`src/rtl/matchblock_pkg.sv`:
```
// Shared types and constants for the matchblock scheduler.
// Latency: n/a (types, constants and a helper function only).
// Backpressure: n/a.
package matchblock_pkg;

  localparam int MB_DATA_W    = 10;
  localparam int MB_PNODE_W   = 138;
  // Widest source tag needed for the largest supported slot count (16).
  localparam int MB_SRC_W_MAX = 4;
  localparam logic [15:0] MB_CNT_MAX = 16'hFFFF;

  typedef struct packed {
    logic [MB_DATA_W-1:0]    data;
    logic [MB_SRC_W_MAX-1:0] src;
  } mb_result_t;

  typedef enum logic {
    IDLE  = 1'b0,
    BCAST = 1'b1
  } dispatch_state_e;

  // Statistics counters stick at all-ones instead of wrapping.
  function automatic logic [15:0] sat_inc(input logic [15:0] v);
    return (v == MB_CNT_MAX) ? v : v + 16'd1;
  endfunction

endpackage

```
`src/rtl/matchblock_scheduler_if.sv`:
```
// Handshake bundle between the scheduler, the packet-node source, the slots and the result sink.
// Latency: n/a (wiring only).
// Backpressure: valid/ready on the node path, valid/ack on the result paths.
interface matchblock_scheduler_if #(
  parameter int NUM_BLOCKS = 4,
  parameter int DATA_W     = 10,
  parameter int PNODE_W    = 138
);
  localparam int SRC_W = $clog2(NUM_BLOCKS);

  logic [PNODE_W-1:0]           pnode_data;
  logic                         pnode_valid;
  logic                         pnode_ready;

  logic [PNODE_W-1:0]           blk_pnode_data;
  logic [NUM_BLOCKS-1:0]        blk_pnode_valid;
  logic [NUM_BLOCKS-1:0]        blk_pnode_ready;

  logic [NUM_BLOCKS*DATA_W-1:0] blk_data_out;
  logic [NUM_BLOCKS-1:0]        blk_data_valid;
  logic [NUM_BLOCKS-1:0]        blk_data_ack;

  logic [DATA_W-1:0]            res_data;
  logic [SRC_W-1:0]             res_src;
  logic                         res_valid;
  logic                         res_ack;

  // Scheduler side.
  modport master (
    input  pnode_data, pnode_valid, blk_pnode_ready, blk_data_out, blk_data_valid, res_ack,
    output pnode_ready, blk_pnode_data, blk_pnode_valid, blk_data_ack, res_data, res_src, res_valid
  );

  // Environment side: node source, matchblock slots and result sink.
  modport slave (
    output pnode_data, pnode_valid, blk_pnode_ready, blk_data_out, blk_data_valid, res_ack,
    input  pnode_ready, blk_pnode_data, blk_pnode_valid, blk_data_ack, res_data, res_src, res_valid
  );

endinterface

```
`src/rtl/mb_rr_arbiter.sv`:
```
// Round-robin pick: first set request at or above ptr, wrapping past N-1 back to 0.
// Latency: purely combinational.
// Backpressure: none; caller decides whether the grant is used.
module mb_rr_arbiter #(
  parameter int N = 4
) (
  input  logic [N-1:0]         req,
  input  logic [$clog2(N)-1:0] ptr,
  output logic [N-1:0]         grant,
  output logic [$clog2(N)-1:0] grant_idx,
  output logic                 any
);
  localparam int IW  = $clog2(N);
  localparam int IW1 = IW + 1;

  logic [IW1-1:0] k;
  logic           found;

  // Walk offsets 0..N-1 from ptr; index is reduced mod N so non-power-of-2 N wraps correctly.
  always_comb begin
    grant     = '0;
    grant_idx = '0;
    found     = 1'b0;
    k         = '0;
    for (int i = 0; i < N; i++) begin
      k = {1'b0, ptr} + IW1'(i);
      if (k >= IW1'(N)) begin
        k = k - IW1'(N);
      end
      if (!found && req[k[IW-1:0]]) begin
        found          = 1'b1;
        grant[k[IW-1:0]] = 1'b1;
        grant_idx      = k[IW-1:0];
      end
    end
  end

  assign any = |req;

endmodule

```
`src/rtl/matchblock_scheduler.sv`:
```
// Broadcasts packet nodes to all enabled slots and merges slot results round-robin into one stream.
// Latency: node seen by slots 1 cycle after accept; result registered 1 cycle after its ack.
// Backpressure: node held until every enabled slot took it; results wait while output reg is full and not acked.
module matchblock_scheduler
  import matchblock_pkg::*;
#(
  parameter int NUM_BLOCKS = 4,
  parameter int DATA_W     = MB_DATA_W,
  parameter int PNODE_W    = MB_PNODE_W
) (
  input  logic                  clk,
  input  logic                  rst_n,
  input  logic [NUM_BLOCKS-1:0] slot_enable,
  matchblock_scheduler_if.master bus,
  output logic [15:0]           bcast_count,
  output logic [15:0]           drop_count
);
  localparam int SRC_W = $clog2(NUM_BLOCKS);

  // ---------------- dispatch path ----------------
  dispatch_state_e       state;
  logic [PNODE_W-1:0]    pnode_q;
  logic [NUM_BLOCKS-1:0] pending;
  logic [NUM_BLOCKS-1:0] pending_nxt;
  logic [NUM_BLOCKS-1:0] blk_vld;
  logic                  ready_q;
  logic                  active_q;
  logic                  accept;

  assign accept      = (state == IDLE) && ready_q && bus.pnode_valid;
  // Slot valid follows slot_enable combinationally so a slot disabled mid-broadcast drops at once.
  assign blk_vld     = (state == BCAST) ? (pending & slot_enable) : '0;
  assign pending_nxt = pending & slot_enable & ~(blk_vld & bus.blk_pnode_ready);

  assign bus.pnode_ready     = ready_q;
  assign bus.blk_pnode_data  = pnode_q;
  assign bus.blk_pnode_valid = blk_vld;

  // Dispatch FSM: capture a node in IDLE, hold it in BCAST until every enabled slot has taken it.
  always_ff @(posedge clk or negedge rst_n) begin
    if (!rst_n) begin
      state       <= IDLE;
      pnode_q     <= '0;
      pending     <= '0;
      ready_q     <= 1'b0;
      bcast_count <= '0;
      drop_count  <= '0;
    end else begin
      case (state)
        IDLE: begin
          ready_q <= 1'b1;
          if (accept) begin
            pnode_q <= bus.pnode_data;
            pending <= slot_enable;
            if (slot_enable != '0) begin
              state   <= BCAST;
              ready_q <= 1'b0;
            end else begin
              drop_count <= sat_inc(drop_count);
            end
          end
        end
        BCAST: begin
          pending <= pending_nxt;
          if (pending_nxt == '0) begin
            state       <= IDLE;
            ready_q     <= 1'b1;
            bcast_count <= sat_inc(bcast_count);
          end
        end
        default: begin
          state <= IDLE;
        end
      endcase
    end
  end

  // Marks the first cycle after reset release; keeps the combinational ack quiet during reset.
  always_ff @(posedge clk or negedge rst_n) begin
    if (!rst_n) begin
      active_q <= 1'b0;
    end else begin
      active_q <= 1'b1;
    end
  end

  // ---------------- collect path ----------------
  logic [NUM_BLOCKS-1:0] req;
  logic [NUM_BLOCKS-1:0] grant;
  logic [SRC_W-1:0]      grant_idx;
  logic [SRC_W-1:0]      rr_ptr;
  logic                  any;
  logic                  ld;
  logic [DATA_W-1:0]     res_data_q;
  logic [SRC_W-1:0]      res_src_q;
  logic                  res_valid_q;
  logic [DATA_W-1:0]     slot_dat [NUM_BLOCKS];

  for (genvar i = 0; i < NUM_BLOCKS; i++) begin : g_slot_dat
    assign slot_dat[i] = bus.blk_data_out[i*DATA_W +: DATA_W];
  end

  // Disabled or frozen slots never compete, even if they still hold valid.
  assign req = bus.blk_data_valid & slot_enable;

  mb_rr_arbiter #(
    .N (NUM_BLOCKS)
  ) u_arb (
    .req       (req),
    .ptr       (rr_ptr),
    .grant     (grant),
    .grant_idx (grant_idx),
    .any       (any)
  );

  // Load when the output register is empty or being drained this cycle.
  assign ld = active_q & (~res_valid_q | bus.res_ack) & any;

  assign bus.blk_data_ack = ld ? grant : '0;
  assign bus.res_data     = res_data_q;
  assign bus.res_src      = res_src_q;
  assign bus.res_valid    = res_valid_q;

  // Output register and round-robin pointer; pointer moves just past the slot granted.
  always_ff @(posedge clk or negedge rst_n) begin
    if (!rst_n) begin
      res_data_q  <= '0;
      res_src_q   <= '0;
      res_valid_q <= 1'b0;
      rr_ptr      <= '0;
    end else if (ld) begin
      res_data_q  <= slot_dat[grant_idx];
      res_src_q   <= grant_idx;
      res_valid_q <= 1'b1;
      rr_ptr      <= (grant_idx == SRC_W'(NUM_BLOCKS - 1)) ? '0 : grant_idx + 1'b1;
    end else if (bus.res_ack) begin
      res_valid_q <= 1'b0;
    end
  end

endmodule

```
`src/flat_wrapper.sv`:
```
// flat-port wrapper written by rule: the top's interface ports become plain ports
module matchblock_scheduler_flat import matchblock_pkg::*;
#(
  parameter int NUM_BLOCKS = 4,
  parameter int DATA_W     = MB_DATA_W,
  parameter int PNODE_W    = MB_PNODE_W
)
  (clk, rst_n, slot_enable, bcast_count, drop_count, bus_pnode_data, bus_pnode_valid, bus_blk_pnode_ready, bus_blk_data_out, bus_blk_data_valid, bus_res_ack, bus_pnode_ready, bus_blk_pnode_data, bus_blk_pnode_valid, bus_blk_data_ack, bus_res_data, bus_res_src, bus_res_valid);
  matchblock_scheduler_if #(.NUM_BLOCKS(NUM_BLOCKS), .DATA_W(DATA_W), .PNODE_W(PNODE_W)) bus_i ();
  input  logic clk;
  input  logic rst_n;
  input  logic [NUM_BLOCKS-1:0] slot_enable;
  output logic [15:0] bcast_count;
  output logic [15:0] drop_count;
  input wire logic [$bits(bus_i.pnode_data)-1:0] bus_pnode_data;
  input wire logic [$bits(bus_i.pnode_valid)-1:0] bus_pnode_valid;
  input wire logic [$bits(bus_i.blk_pnode_ready)-1:0] bus_blk_pnode_ready;
  input wire logic [$bits(bus_i.blk_data_out)-1:0] bus_blk_data_out;
  input wire logic [$bits(bus_i.blk_data_valid)-1:0] bus_blk_data_valid;
  input wire logic [$bits(bus_i.res_ack)-1:0] bus_res_ack;
  output wire logic [$bits(bus_i.pnode_ready)-1:0] bus_pnode_ready;
  output wire logic [$bits(bus_i.blk_pnode_data)-1:0] bus_blk_pnode_data;
  output wire logic [$bits(bus_i.blk_pnode_valid)-1:0] bus_blk_pnode_valid;
  output wire logic [$bits(bus_i.blk_data_ack)-1:0] bus_blk_data_ack;
  output wire logic [$bits(bus_i.res_data)-1:0] bus_res_data;
  output wire logic [$bits(bus_i.res_src)-1:0] bus_res_src;
  output wire logic [$bits(bus_i.res_valid)-1:0] bus_res_valid;
  assign bus_i.pnode_data = bus_pnode_data;
  assign bus_i.pnode_valid = bus_pnode_valid;
  assign bus_i.blk_pnode_ready = bus_blk_pnode_ready;
  assign bus_i.blk_data_out = bus_blk_data_out;
  assign bus_i.blk_data_valid = bus_blk_data_valid;
  assign bus_i.res_ack = bus_res_ack;
  assign bus_pnode_ready = bus_i.pnode_ready;
  assign bus_blk_pnode_data = bus_i.blk_pnode_data;
  assign bus_blk_pnode_valid = bus_i.blk_pnode_valid;
  assign bus_blk_data_ack = bus_i.blk_data_ack;
  assign bus_res_data = bus_i.res_data;
  assign bus_res_src = bus_i.res_src;
  assign bus_res_valid = bus_i.res_valid;
  matchblock_scheduler #(.NUM_BLOCKS(NUM_BLOCKS), .DATA_W(DATA_W), .PNODE_W(PNODE_W)) u_core (.clk(clk), .rst_n(rst_n), .slot_enable(slot_enable), .bus(bus_i), .bcast_count(bcast_count), .drop_count(drop_count));
endmodule
```
`config.mk`:
```
export PLATFORM = sky130hd
export DESIGN_NAME = matchblock_scheduler_flat
export DESIGN_NICKNAME = d
export VERILOG_FILES = /design/src/rtl/matchblock_pkg.sv /design/src/rtl/matchblock_scheduler_if.sv /design/src/rtl/mb_rr_arbiter.sv /design/src/rtl/matchblock_scheduler.sv /design/src/flat_wrapper.sv
export SDC_FILE = /design/constraint.sdc
export NUM_CORES = 1
export LEC_CHECK = 0
export ABC_CLOCK_PERIOD_IN_PS = 3000
export BUFFER_PORTS_ARGS = -buffer_cell sky130_fd_sc_hd__buf_2
export CAP_MARGIN = 40
export CORE_AREA = 2 2 152 154
export DETAILED_ROUTE_END_ITERATION = 10
export DIE_AREA = 0 0 154 156
export PLACE_DENSITY_LB_ADDON = 0.3
export SYNTH_ARGS = -nofsm -noshare
export SYNTH_HDL_FRONTEND = slang
export SYNTH_SLANG_ARGS = --single-unit
```
`constraint.sdc`:
```
create_clock -name clk -period 3 [get_ports clk]
set_clock_uncertainty 0.2 [all_clocks]
set_input_delay 0.15 -clock clk [delete_from_list [all_inputs] [get_ports clk]]
set_output_delay 0.15 -clock clk [all_outputs]
set_load 0.05 [all_outputs]
```
Yosys cells after proc, flatten, opt, wreduce, memory -nomap -nowiden:

Index checks and enable logic that the tools add are counted.

* register bits: 192
* output and inout port bits: 192

* add/sub/neg operators: 10
* order comparisons: 13
* eq/ne operators: 5
* multiplexer cells: 49
* bitwise logic cells: 17
* reductions and logical operators: 19

Operators with widths (count)
* 16-bit by 1-bit adder with 16-bit output (second input constant): 2
* 16-bit == test (second input constant): 2
* 4-bit 2-to-1 mux: 7
* 10-bit binary-select mux with 2-bit select: 1
* 10-bit 2-to-1 mux: 2
* 1-bit 2-to-1 mux: 19
* 2-bit 2-to-1 mux: 9
* 4-bit AND: 4
* 3-bit greater-or-equal comparator (second input constant): 4
* 2-bit by 3-bit < comparator with 1-bit output (second input constant): 4
* 4-bit OR: 3
* 1-bit logical AND: 9
* 1-bit binary-select mux with 2-bit select: 4
* 1-bit demux with 2-bit select: 4
* 2-bit by 1-bit greater-or-equal comparator with 1-bit output (second input constant): 4
* 4-bit case mux with 2 select lines: 1
* 2-bit by 1-bit subtractor with 2-bit output (second input constant): 4
* 2-bit by 2-bit adder with 3-bit output (second input constant): 2
* 1-bit NOT: 5
* 4-bit logical NOT: 1
* 4-bit NOT: 1
* 1-bit case mux with 2 select lines: 2
* 4-bit AND reduction: 1
* 4-bit nonzero test: 1
* other kinds (14): 17

Longest topological paths before layout:

* word-level depth: 18
* depth in mapped cells: 13
* mapped depth without buffers: 10

Cells and area by module:

From an unflattened synthesis, not the netlist that was laid out.

* cells, all modules: 862
* area total of the unflattened synthesis: 8247.9 um^2

By module, submodules not included
* matchblock_scheduler: times used 1, cells each 813, area each 7836.3 um^2, sequential area each 4804.6 um^2
* mb_rr_arbiter: times used 1, cells each 49, area each 411.6 um^2, sequential area each 0.0 um^2

Worst setup path before layout:

Ideal clock, no wire load.

* path kind: register to output
* start: register u_core.rr_ptr[1]
* end: output port bus_blk_data_ack[1]
* data arrival time: 2697 ps
* required time: 2650 ps
* slack: -47 ps
* cell stages (with the launch flop): 9
* cells stage by stage: dfrtp_1 -> clkinv_1 -> ha_1 -> buf_2 -> nand3_1 -> o21ai_0 -> o32ai_1 -> a222oi_1 -> a21oi_1

* word-level cells in the longest chain between the ends: 15

Ends and longest elaborated chain
* from (decl): RTL line matchblock_scheduler.sv:91 `logic [SRC_W-1:0] rr_ptr;`
* from (signal assigned): RTL line matchblock_scheduler.sv:135 `rr_ptr <= (grant_idx == SRC_W'(NUM_BLOCKS - 1)) ? '0 : grant_idx + 1'b1;`
* branches (longest 13 deep; another with 2-bit by 1-bit adder with 3-bit output)
* 4-bit 2-to-1 mux (*): RTL line mb_rr_arbiter.sv:30 `if (!found && req[k[IW-1:0]]) begin`
* 4-bit 2-to-1 mux (*): RTL line matchblock_scheduler.sv:119 `assign bus.blk_data_ack = ld ? grant : '0;`
* to (decl): RTL line flat_wrapper.sv:24 `output wire logic [$bits(bus_i.blk_data_ack)-1:0] bus_blk_data_ack;`

Every way passes the cells marked *. The select of a mux whose other input is x is not followed.

Worst setup path in the final report:

* start: register u_core.rr_ptr[1]
* end: register u_core.res_data_q[3] (netlist: u_core.bus.res_data[3])

* word-level cells in the longest chain between the ends: 18

Ends and longest elaborated chain
* branches (longest 13 deep; another with 2-bit by 1-bit adder with 3-bit output)
* 2-bit 2-to-1 mux (*): RTL line mb_rr_arbiter.sv:30
* 2-bit NOT with 3-bit output (implied by the code) (*): RTL line matchblock_scheduler.sv:132 `res_data_q <= slot_dat[grant_idx];`
* 10-bit binary-select mux with 2-bit select (*): RTL line matchblock_scheduler.sv:132
* 10-bit 2-to-1 mux (implied by the code) (*) (2 in series): RTL line matchblock_scheduler.sv:132
* to (signal assigned): RTL line matchblock_scheduler.sv:132
* to (decl): RTL line matchblock_scheduler.sv:94 `logic [DATA_W-1:0] res_data_q;`

Marked as above.
A chain may end at the register's enable or synchronous reset.

==> impl_metrics.toml <==
[logic_synthesis]
post_synth_instance_area_um2 = 8410
yosys.cell_types.count = 50
async_set_or_reset_register_ratio_after_synthesis_pct = 100
netlist_instances = 928
synthesis.yosys.warnings = 0
dominant_synthesized_flop_cell = "dfrtp_1"
ys_seq_elements = 192
post_synthesis_area_per_instance_um2 = 9.06
syn-num-nets = 1133
synth_edf_count = 0
synth_sequential_area_ratio_pct = 57.2

[placed_design]
post-place-ws_ps = 266
post-place-cells = 1565
routability_congestion_estimate = 0.863
portBuffers = 385
dp.final_hpwl_um = 17900

[critical_path]
setup.reg_to_reg.worst_slack_ps = 100
timing.critical_path.fanout_max = 6
critPathMaxStageDelay_ps = 550
endpoint_kind = "flop"
setup.worst_path.class = "reg2reg"
worst_ep_required_time_ps = 3140
critPathTopFamily = "buffers and inverters"
start_kind = "flop"
critPathBufInv = 4
cpMaxStageDelayCell = "dlygate4sd3_1"
cp_cell_instances = "inv_2, ha_4, clkbuf_2, a21oi_2, nand3_1, a31oi_4, o31ai_4, buf_2, a41o_1, dlygate4sd3_1, a31oi_1"
arrival_ps = 3050

[sta]
setup_tns_ps = 0
unrepaired_setup_endpoints_after_global_routing = "no"
setup_viol = 0
finalCriticalPeriod_ps = 2900
setup_ws_ps = 95.5
max_freq_ghz = 0.344
drv_slew = 0
fin_crit_sh_pct = 96.8
slew_margin_rel_pct = 48.0
hold_violations = 0
hold-worst-slack_ps = 51.9
tightest_slew_ps = 779

[drt]
drt-met1-wl_um = 11200
route.detailed.vias_per_inst = 4.86
maxUsedRoutingLayer = "met4"
drt_iter0_markers = 626
route.antenna.remaining_nets = 0
drt-total-wl_um = 28200
route.detailed.drc = 0
route.vias.total = 8722
routed_wire_length_per_instance_um = 15.8
drt_first_pass_iters = 7
amount_of_wire_on_met2_after_detailed_routing_um = 14300
routed-wl-met3_um = 1740

[cts]
clock_transition_at_the_registers_of_the_reported_paths_ps = 80
clock_latency_ps = 430
cts.sinks = 192
number_of_clock_buffers_inserted_by_tritoncts = 17
clock-root-buffer = "clkbuf_16"
max-clock-path-buffers = 2
clock_tree_from_tritoncts = "yes"
htree_levels = 4

[grt]
grt_pass1_vias = 8554
initial_antenna_violation_count = 1
pin_count_of_the_biggest_net_entering_global_routing = 141
grt.total_usage_pct = 22.6
grt_overflow = 0
global_route_wire_length_before_repair_um = 43500

[finish]
drive_above_1_share_pct = 30.8
register_area_um2 = 4810
final_common_cell = "nand2_1"
layout.cells.non_filler = 1793
area_occupied_by_multi_input_gates_um2 = 3430
num-fill-cells = 1842
nNetsFinal = 1697
most_frequent_cells_in_the_layout = "nand2_1 (448), buf_2 (381), dfrtp_1 (191), dlygate4sd3_1 (190)"
post-route-util_pct = 59.3
area_growth_pct = 57.8

[die]
design.die.area_um2 = 24000
number_of_top_level_pins = 386
cell_row_count = 55
die_w_um = 154
fp.dieH_um = 156
floorplan.core_area_um2 = 22400
start_util_pct = 37.6

[power_and_ir_drop]
p_leak_uw = 0.00721
vdd_drop_max_uv = 797
switching_share_of_power_pct = 53.1
pwr-share-seq_pct = 29.1
net_switching_power_uw = 7860
combPwrFrac_pct = 55.5
internal-power_uw = 6950
power.density_nw_per_um2 = 1120
pwr-share-clk_pct = 15.5

[status]
outcome = "finished clean"

[hold_path]
holdCritPathClass = "in2reg"

[flow_run]
max_cap_viol_count = 0
==> metal layers <==
metal | GRT usage (%) | vias up
met5 | 0 | -
met4 | 10.5 | 0
met3 | 4.47 | 72
met2 | 39.0 | 382
met1 | 27.3 | 4118
li1 | - | 4150
==> through the flow <==
stage          area [um^2]  power, uW
5_1_grt              13300      15600
2_1_floorplan         8420       9980
6_report             13300      14800
4_1_cts              13200      14700
3_5_place_dp         10700      12000
3_3_place_gp         10700      11900
==> power by group through the flow <==
stage | Sequential [uW] | Clock, uW | Combinational [uW]
floorplan | 7870 | 0 | 2110
global placement | 4280 | 0 | 7630
detailed placement | 4310 | 0 | 7710
CTS | 4280 | 2360 | 8060
global route | 4430 | 2460 | 8690
finish | 4310 | 2290 | 8220
==> registers in the layout (all words and copies together) (netlist names) <==
name and flops:
u_core.active_q 1, u_core.bcast_count 16, u_core.bus.blk_pnode_data 138, u_core.bus.pnode_ready 1, u_core.bus.res_data 10, u_core.bus.res_src 2, u_core.bus.res_valid 1, u_core.drop_count 16
u_core.pending 4, u_core.rr_ptr 2, u_core.state 1
==> area by class of cell <==
cell class                      instances  share of cell area, %
Timing Repair Buffer                  594                   30.4
Clock inverter                         14                   1.27
Inverter                                9                  0.255
Tap cell                              285                   2.69
Multi-Input combinational cell        678                   25.9
Sequential cell                       192                   36.2
Clock buffer                           17                   3.21
Antenna cell                            4                 0.0755
==> cells in the mapped netlist, types with 9 or more instances <==
cell type | count | share of area, %
xnor2_1 | 24 | 2.5
nand2_1 | 449 | 20
ha_1 | 11 | 1.6
a41o_1 | 10 | 1.2
nor2_1 | 18 | 0.80
buf_2 | 11 | 0.65
and3_1 | 12 | 0.89
nand4_1 | 12 | 0.89
clkbuf_1 | 33 | 1.5
nand3_1 | 24 | 1.4
a21oi_1 | 9 | 0.54
dfrtp_1 | 192 | 57
a31oi_1 | 12 | 0.89
mux2i_1 | 12 | 1.4
o21ai_0 | 20 | 1.2
==> worst register-to-register path, delay by kind of cell, from the launching register on <==
kind	cells	cell delay (ps)
buf+inv	4	990
compound gates	5	840
flops	1	450
fa+ha+maj	1	220
simple gates	1	140
==> path summary, 6_finish.rpt <==
path / to / cells after the start / startpoint
min in group asynchronous: u_core.bus.res_valid / 2 / rst_n
max in group asynchronous: u_core.bus.blk_pnode_data[58] / 3 / rst_n
min: u_core.bus.res_valid / 4 / bus_blk_data_valid[1]
min reg2reg: u_core.bus.blk_pnode_data[92] / 2 / u_core.bus.blk_pnode_data[92]
max reg2reg: u_core.bus.res_data[3] / 11 / u_core.rr_ptr[1]
max: u_core.bus.res_data[3] / 11 / u_core.rr_ptr[1]
==> kinds of logic after synthesis <==
family                   count (synthesis)  synth area share (%)
flip-flops                             192                  57.2
other                                    1                0.0446
AO/OA/AOI/OAI                           75                  6.49
XOR/XNOR                                29                  3.02
adder cells (fa/ha/maj)                 11                  1.64
multiplexers                            13                  1.56
AND/OR/NAND/NOR                        549                  27.2
buffers and inverters                   58                  2.93
==> timing repair <==
action	in CTS	in global routing
pin swaps	0	2
hold buffers	190	0
endpoints found under the hold margin	236	0
buffers inserted	0	2
gates cloned	0	1
resized for setup	4	16
setup endpoints to repair	4	14
No activity file was read; power rests on OpenSTA's default activity.
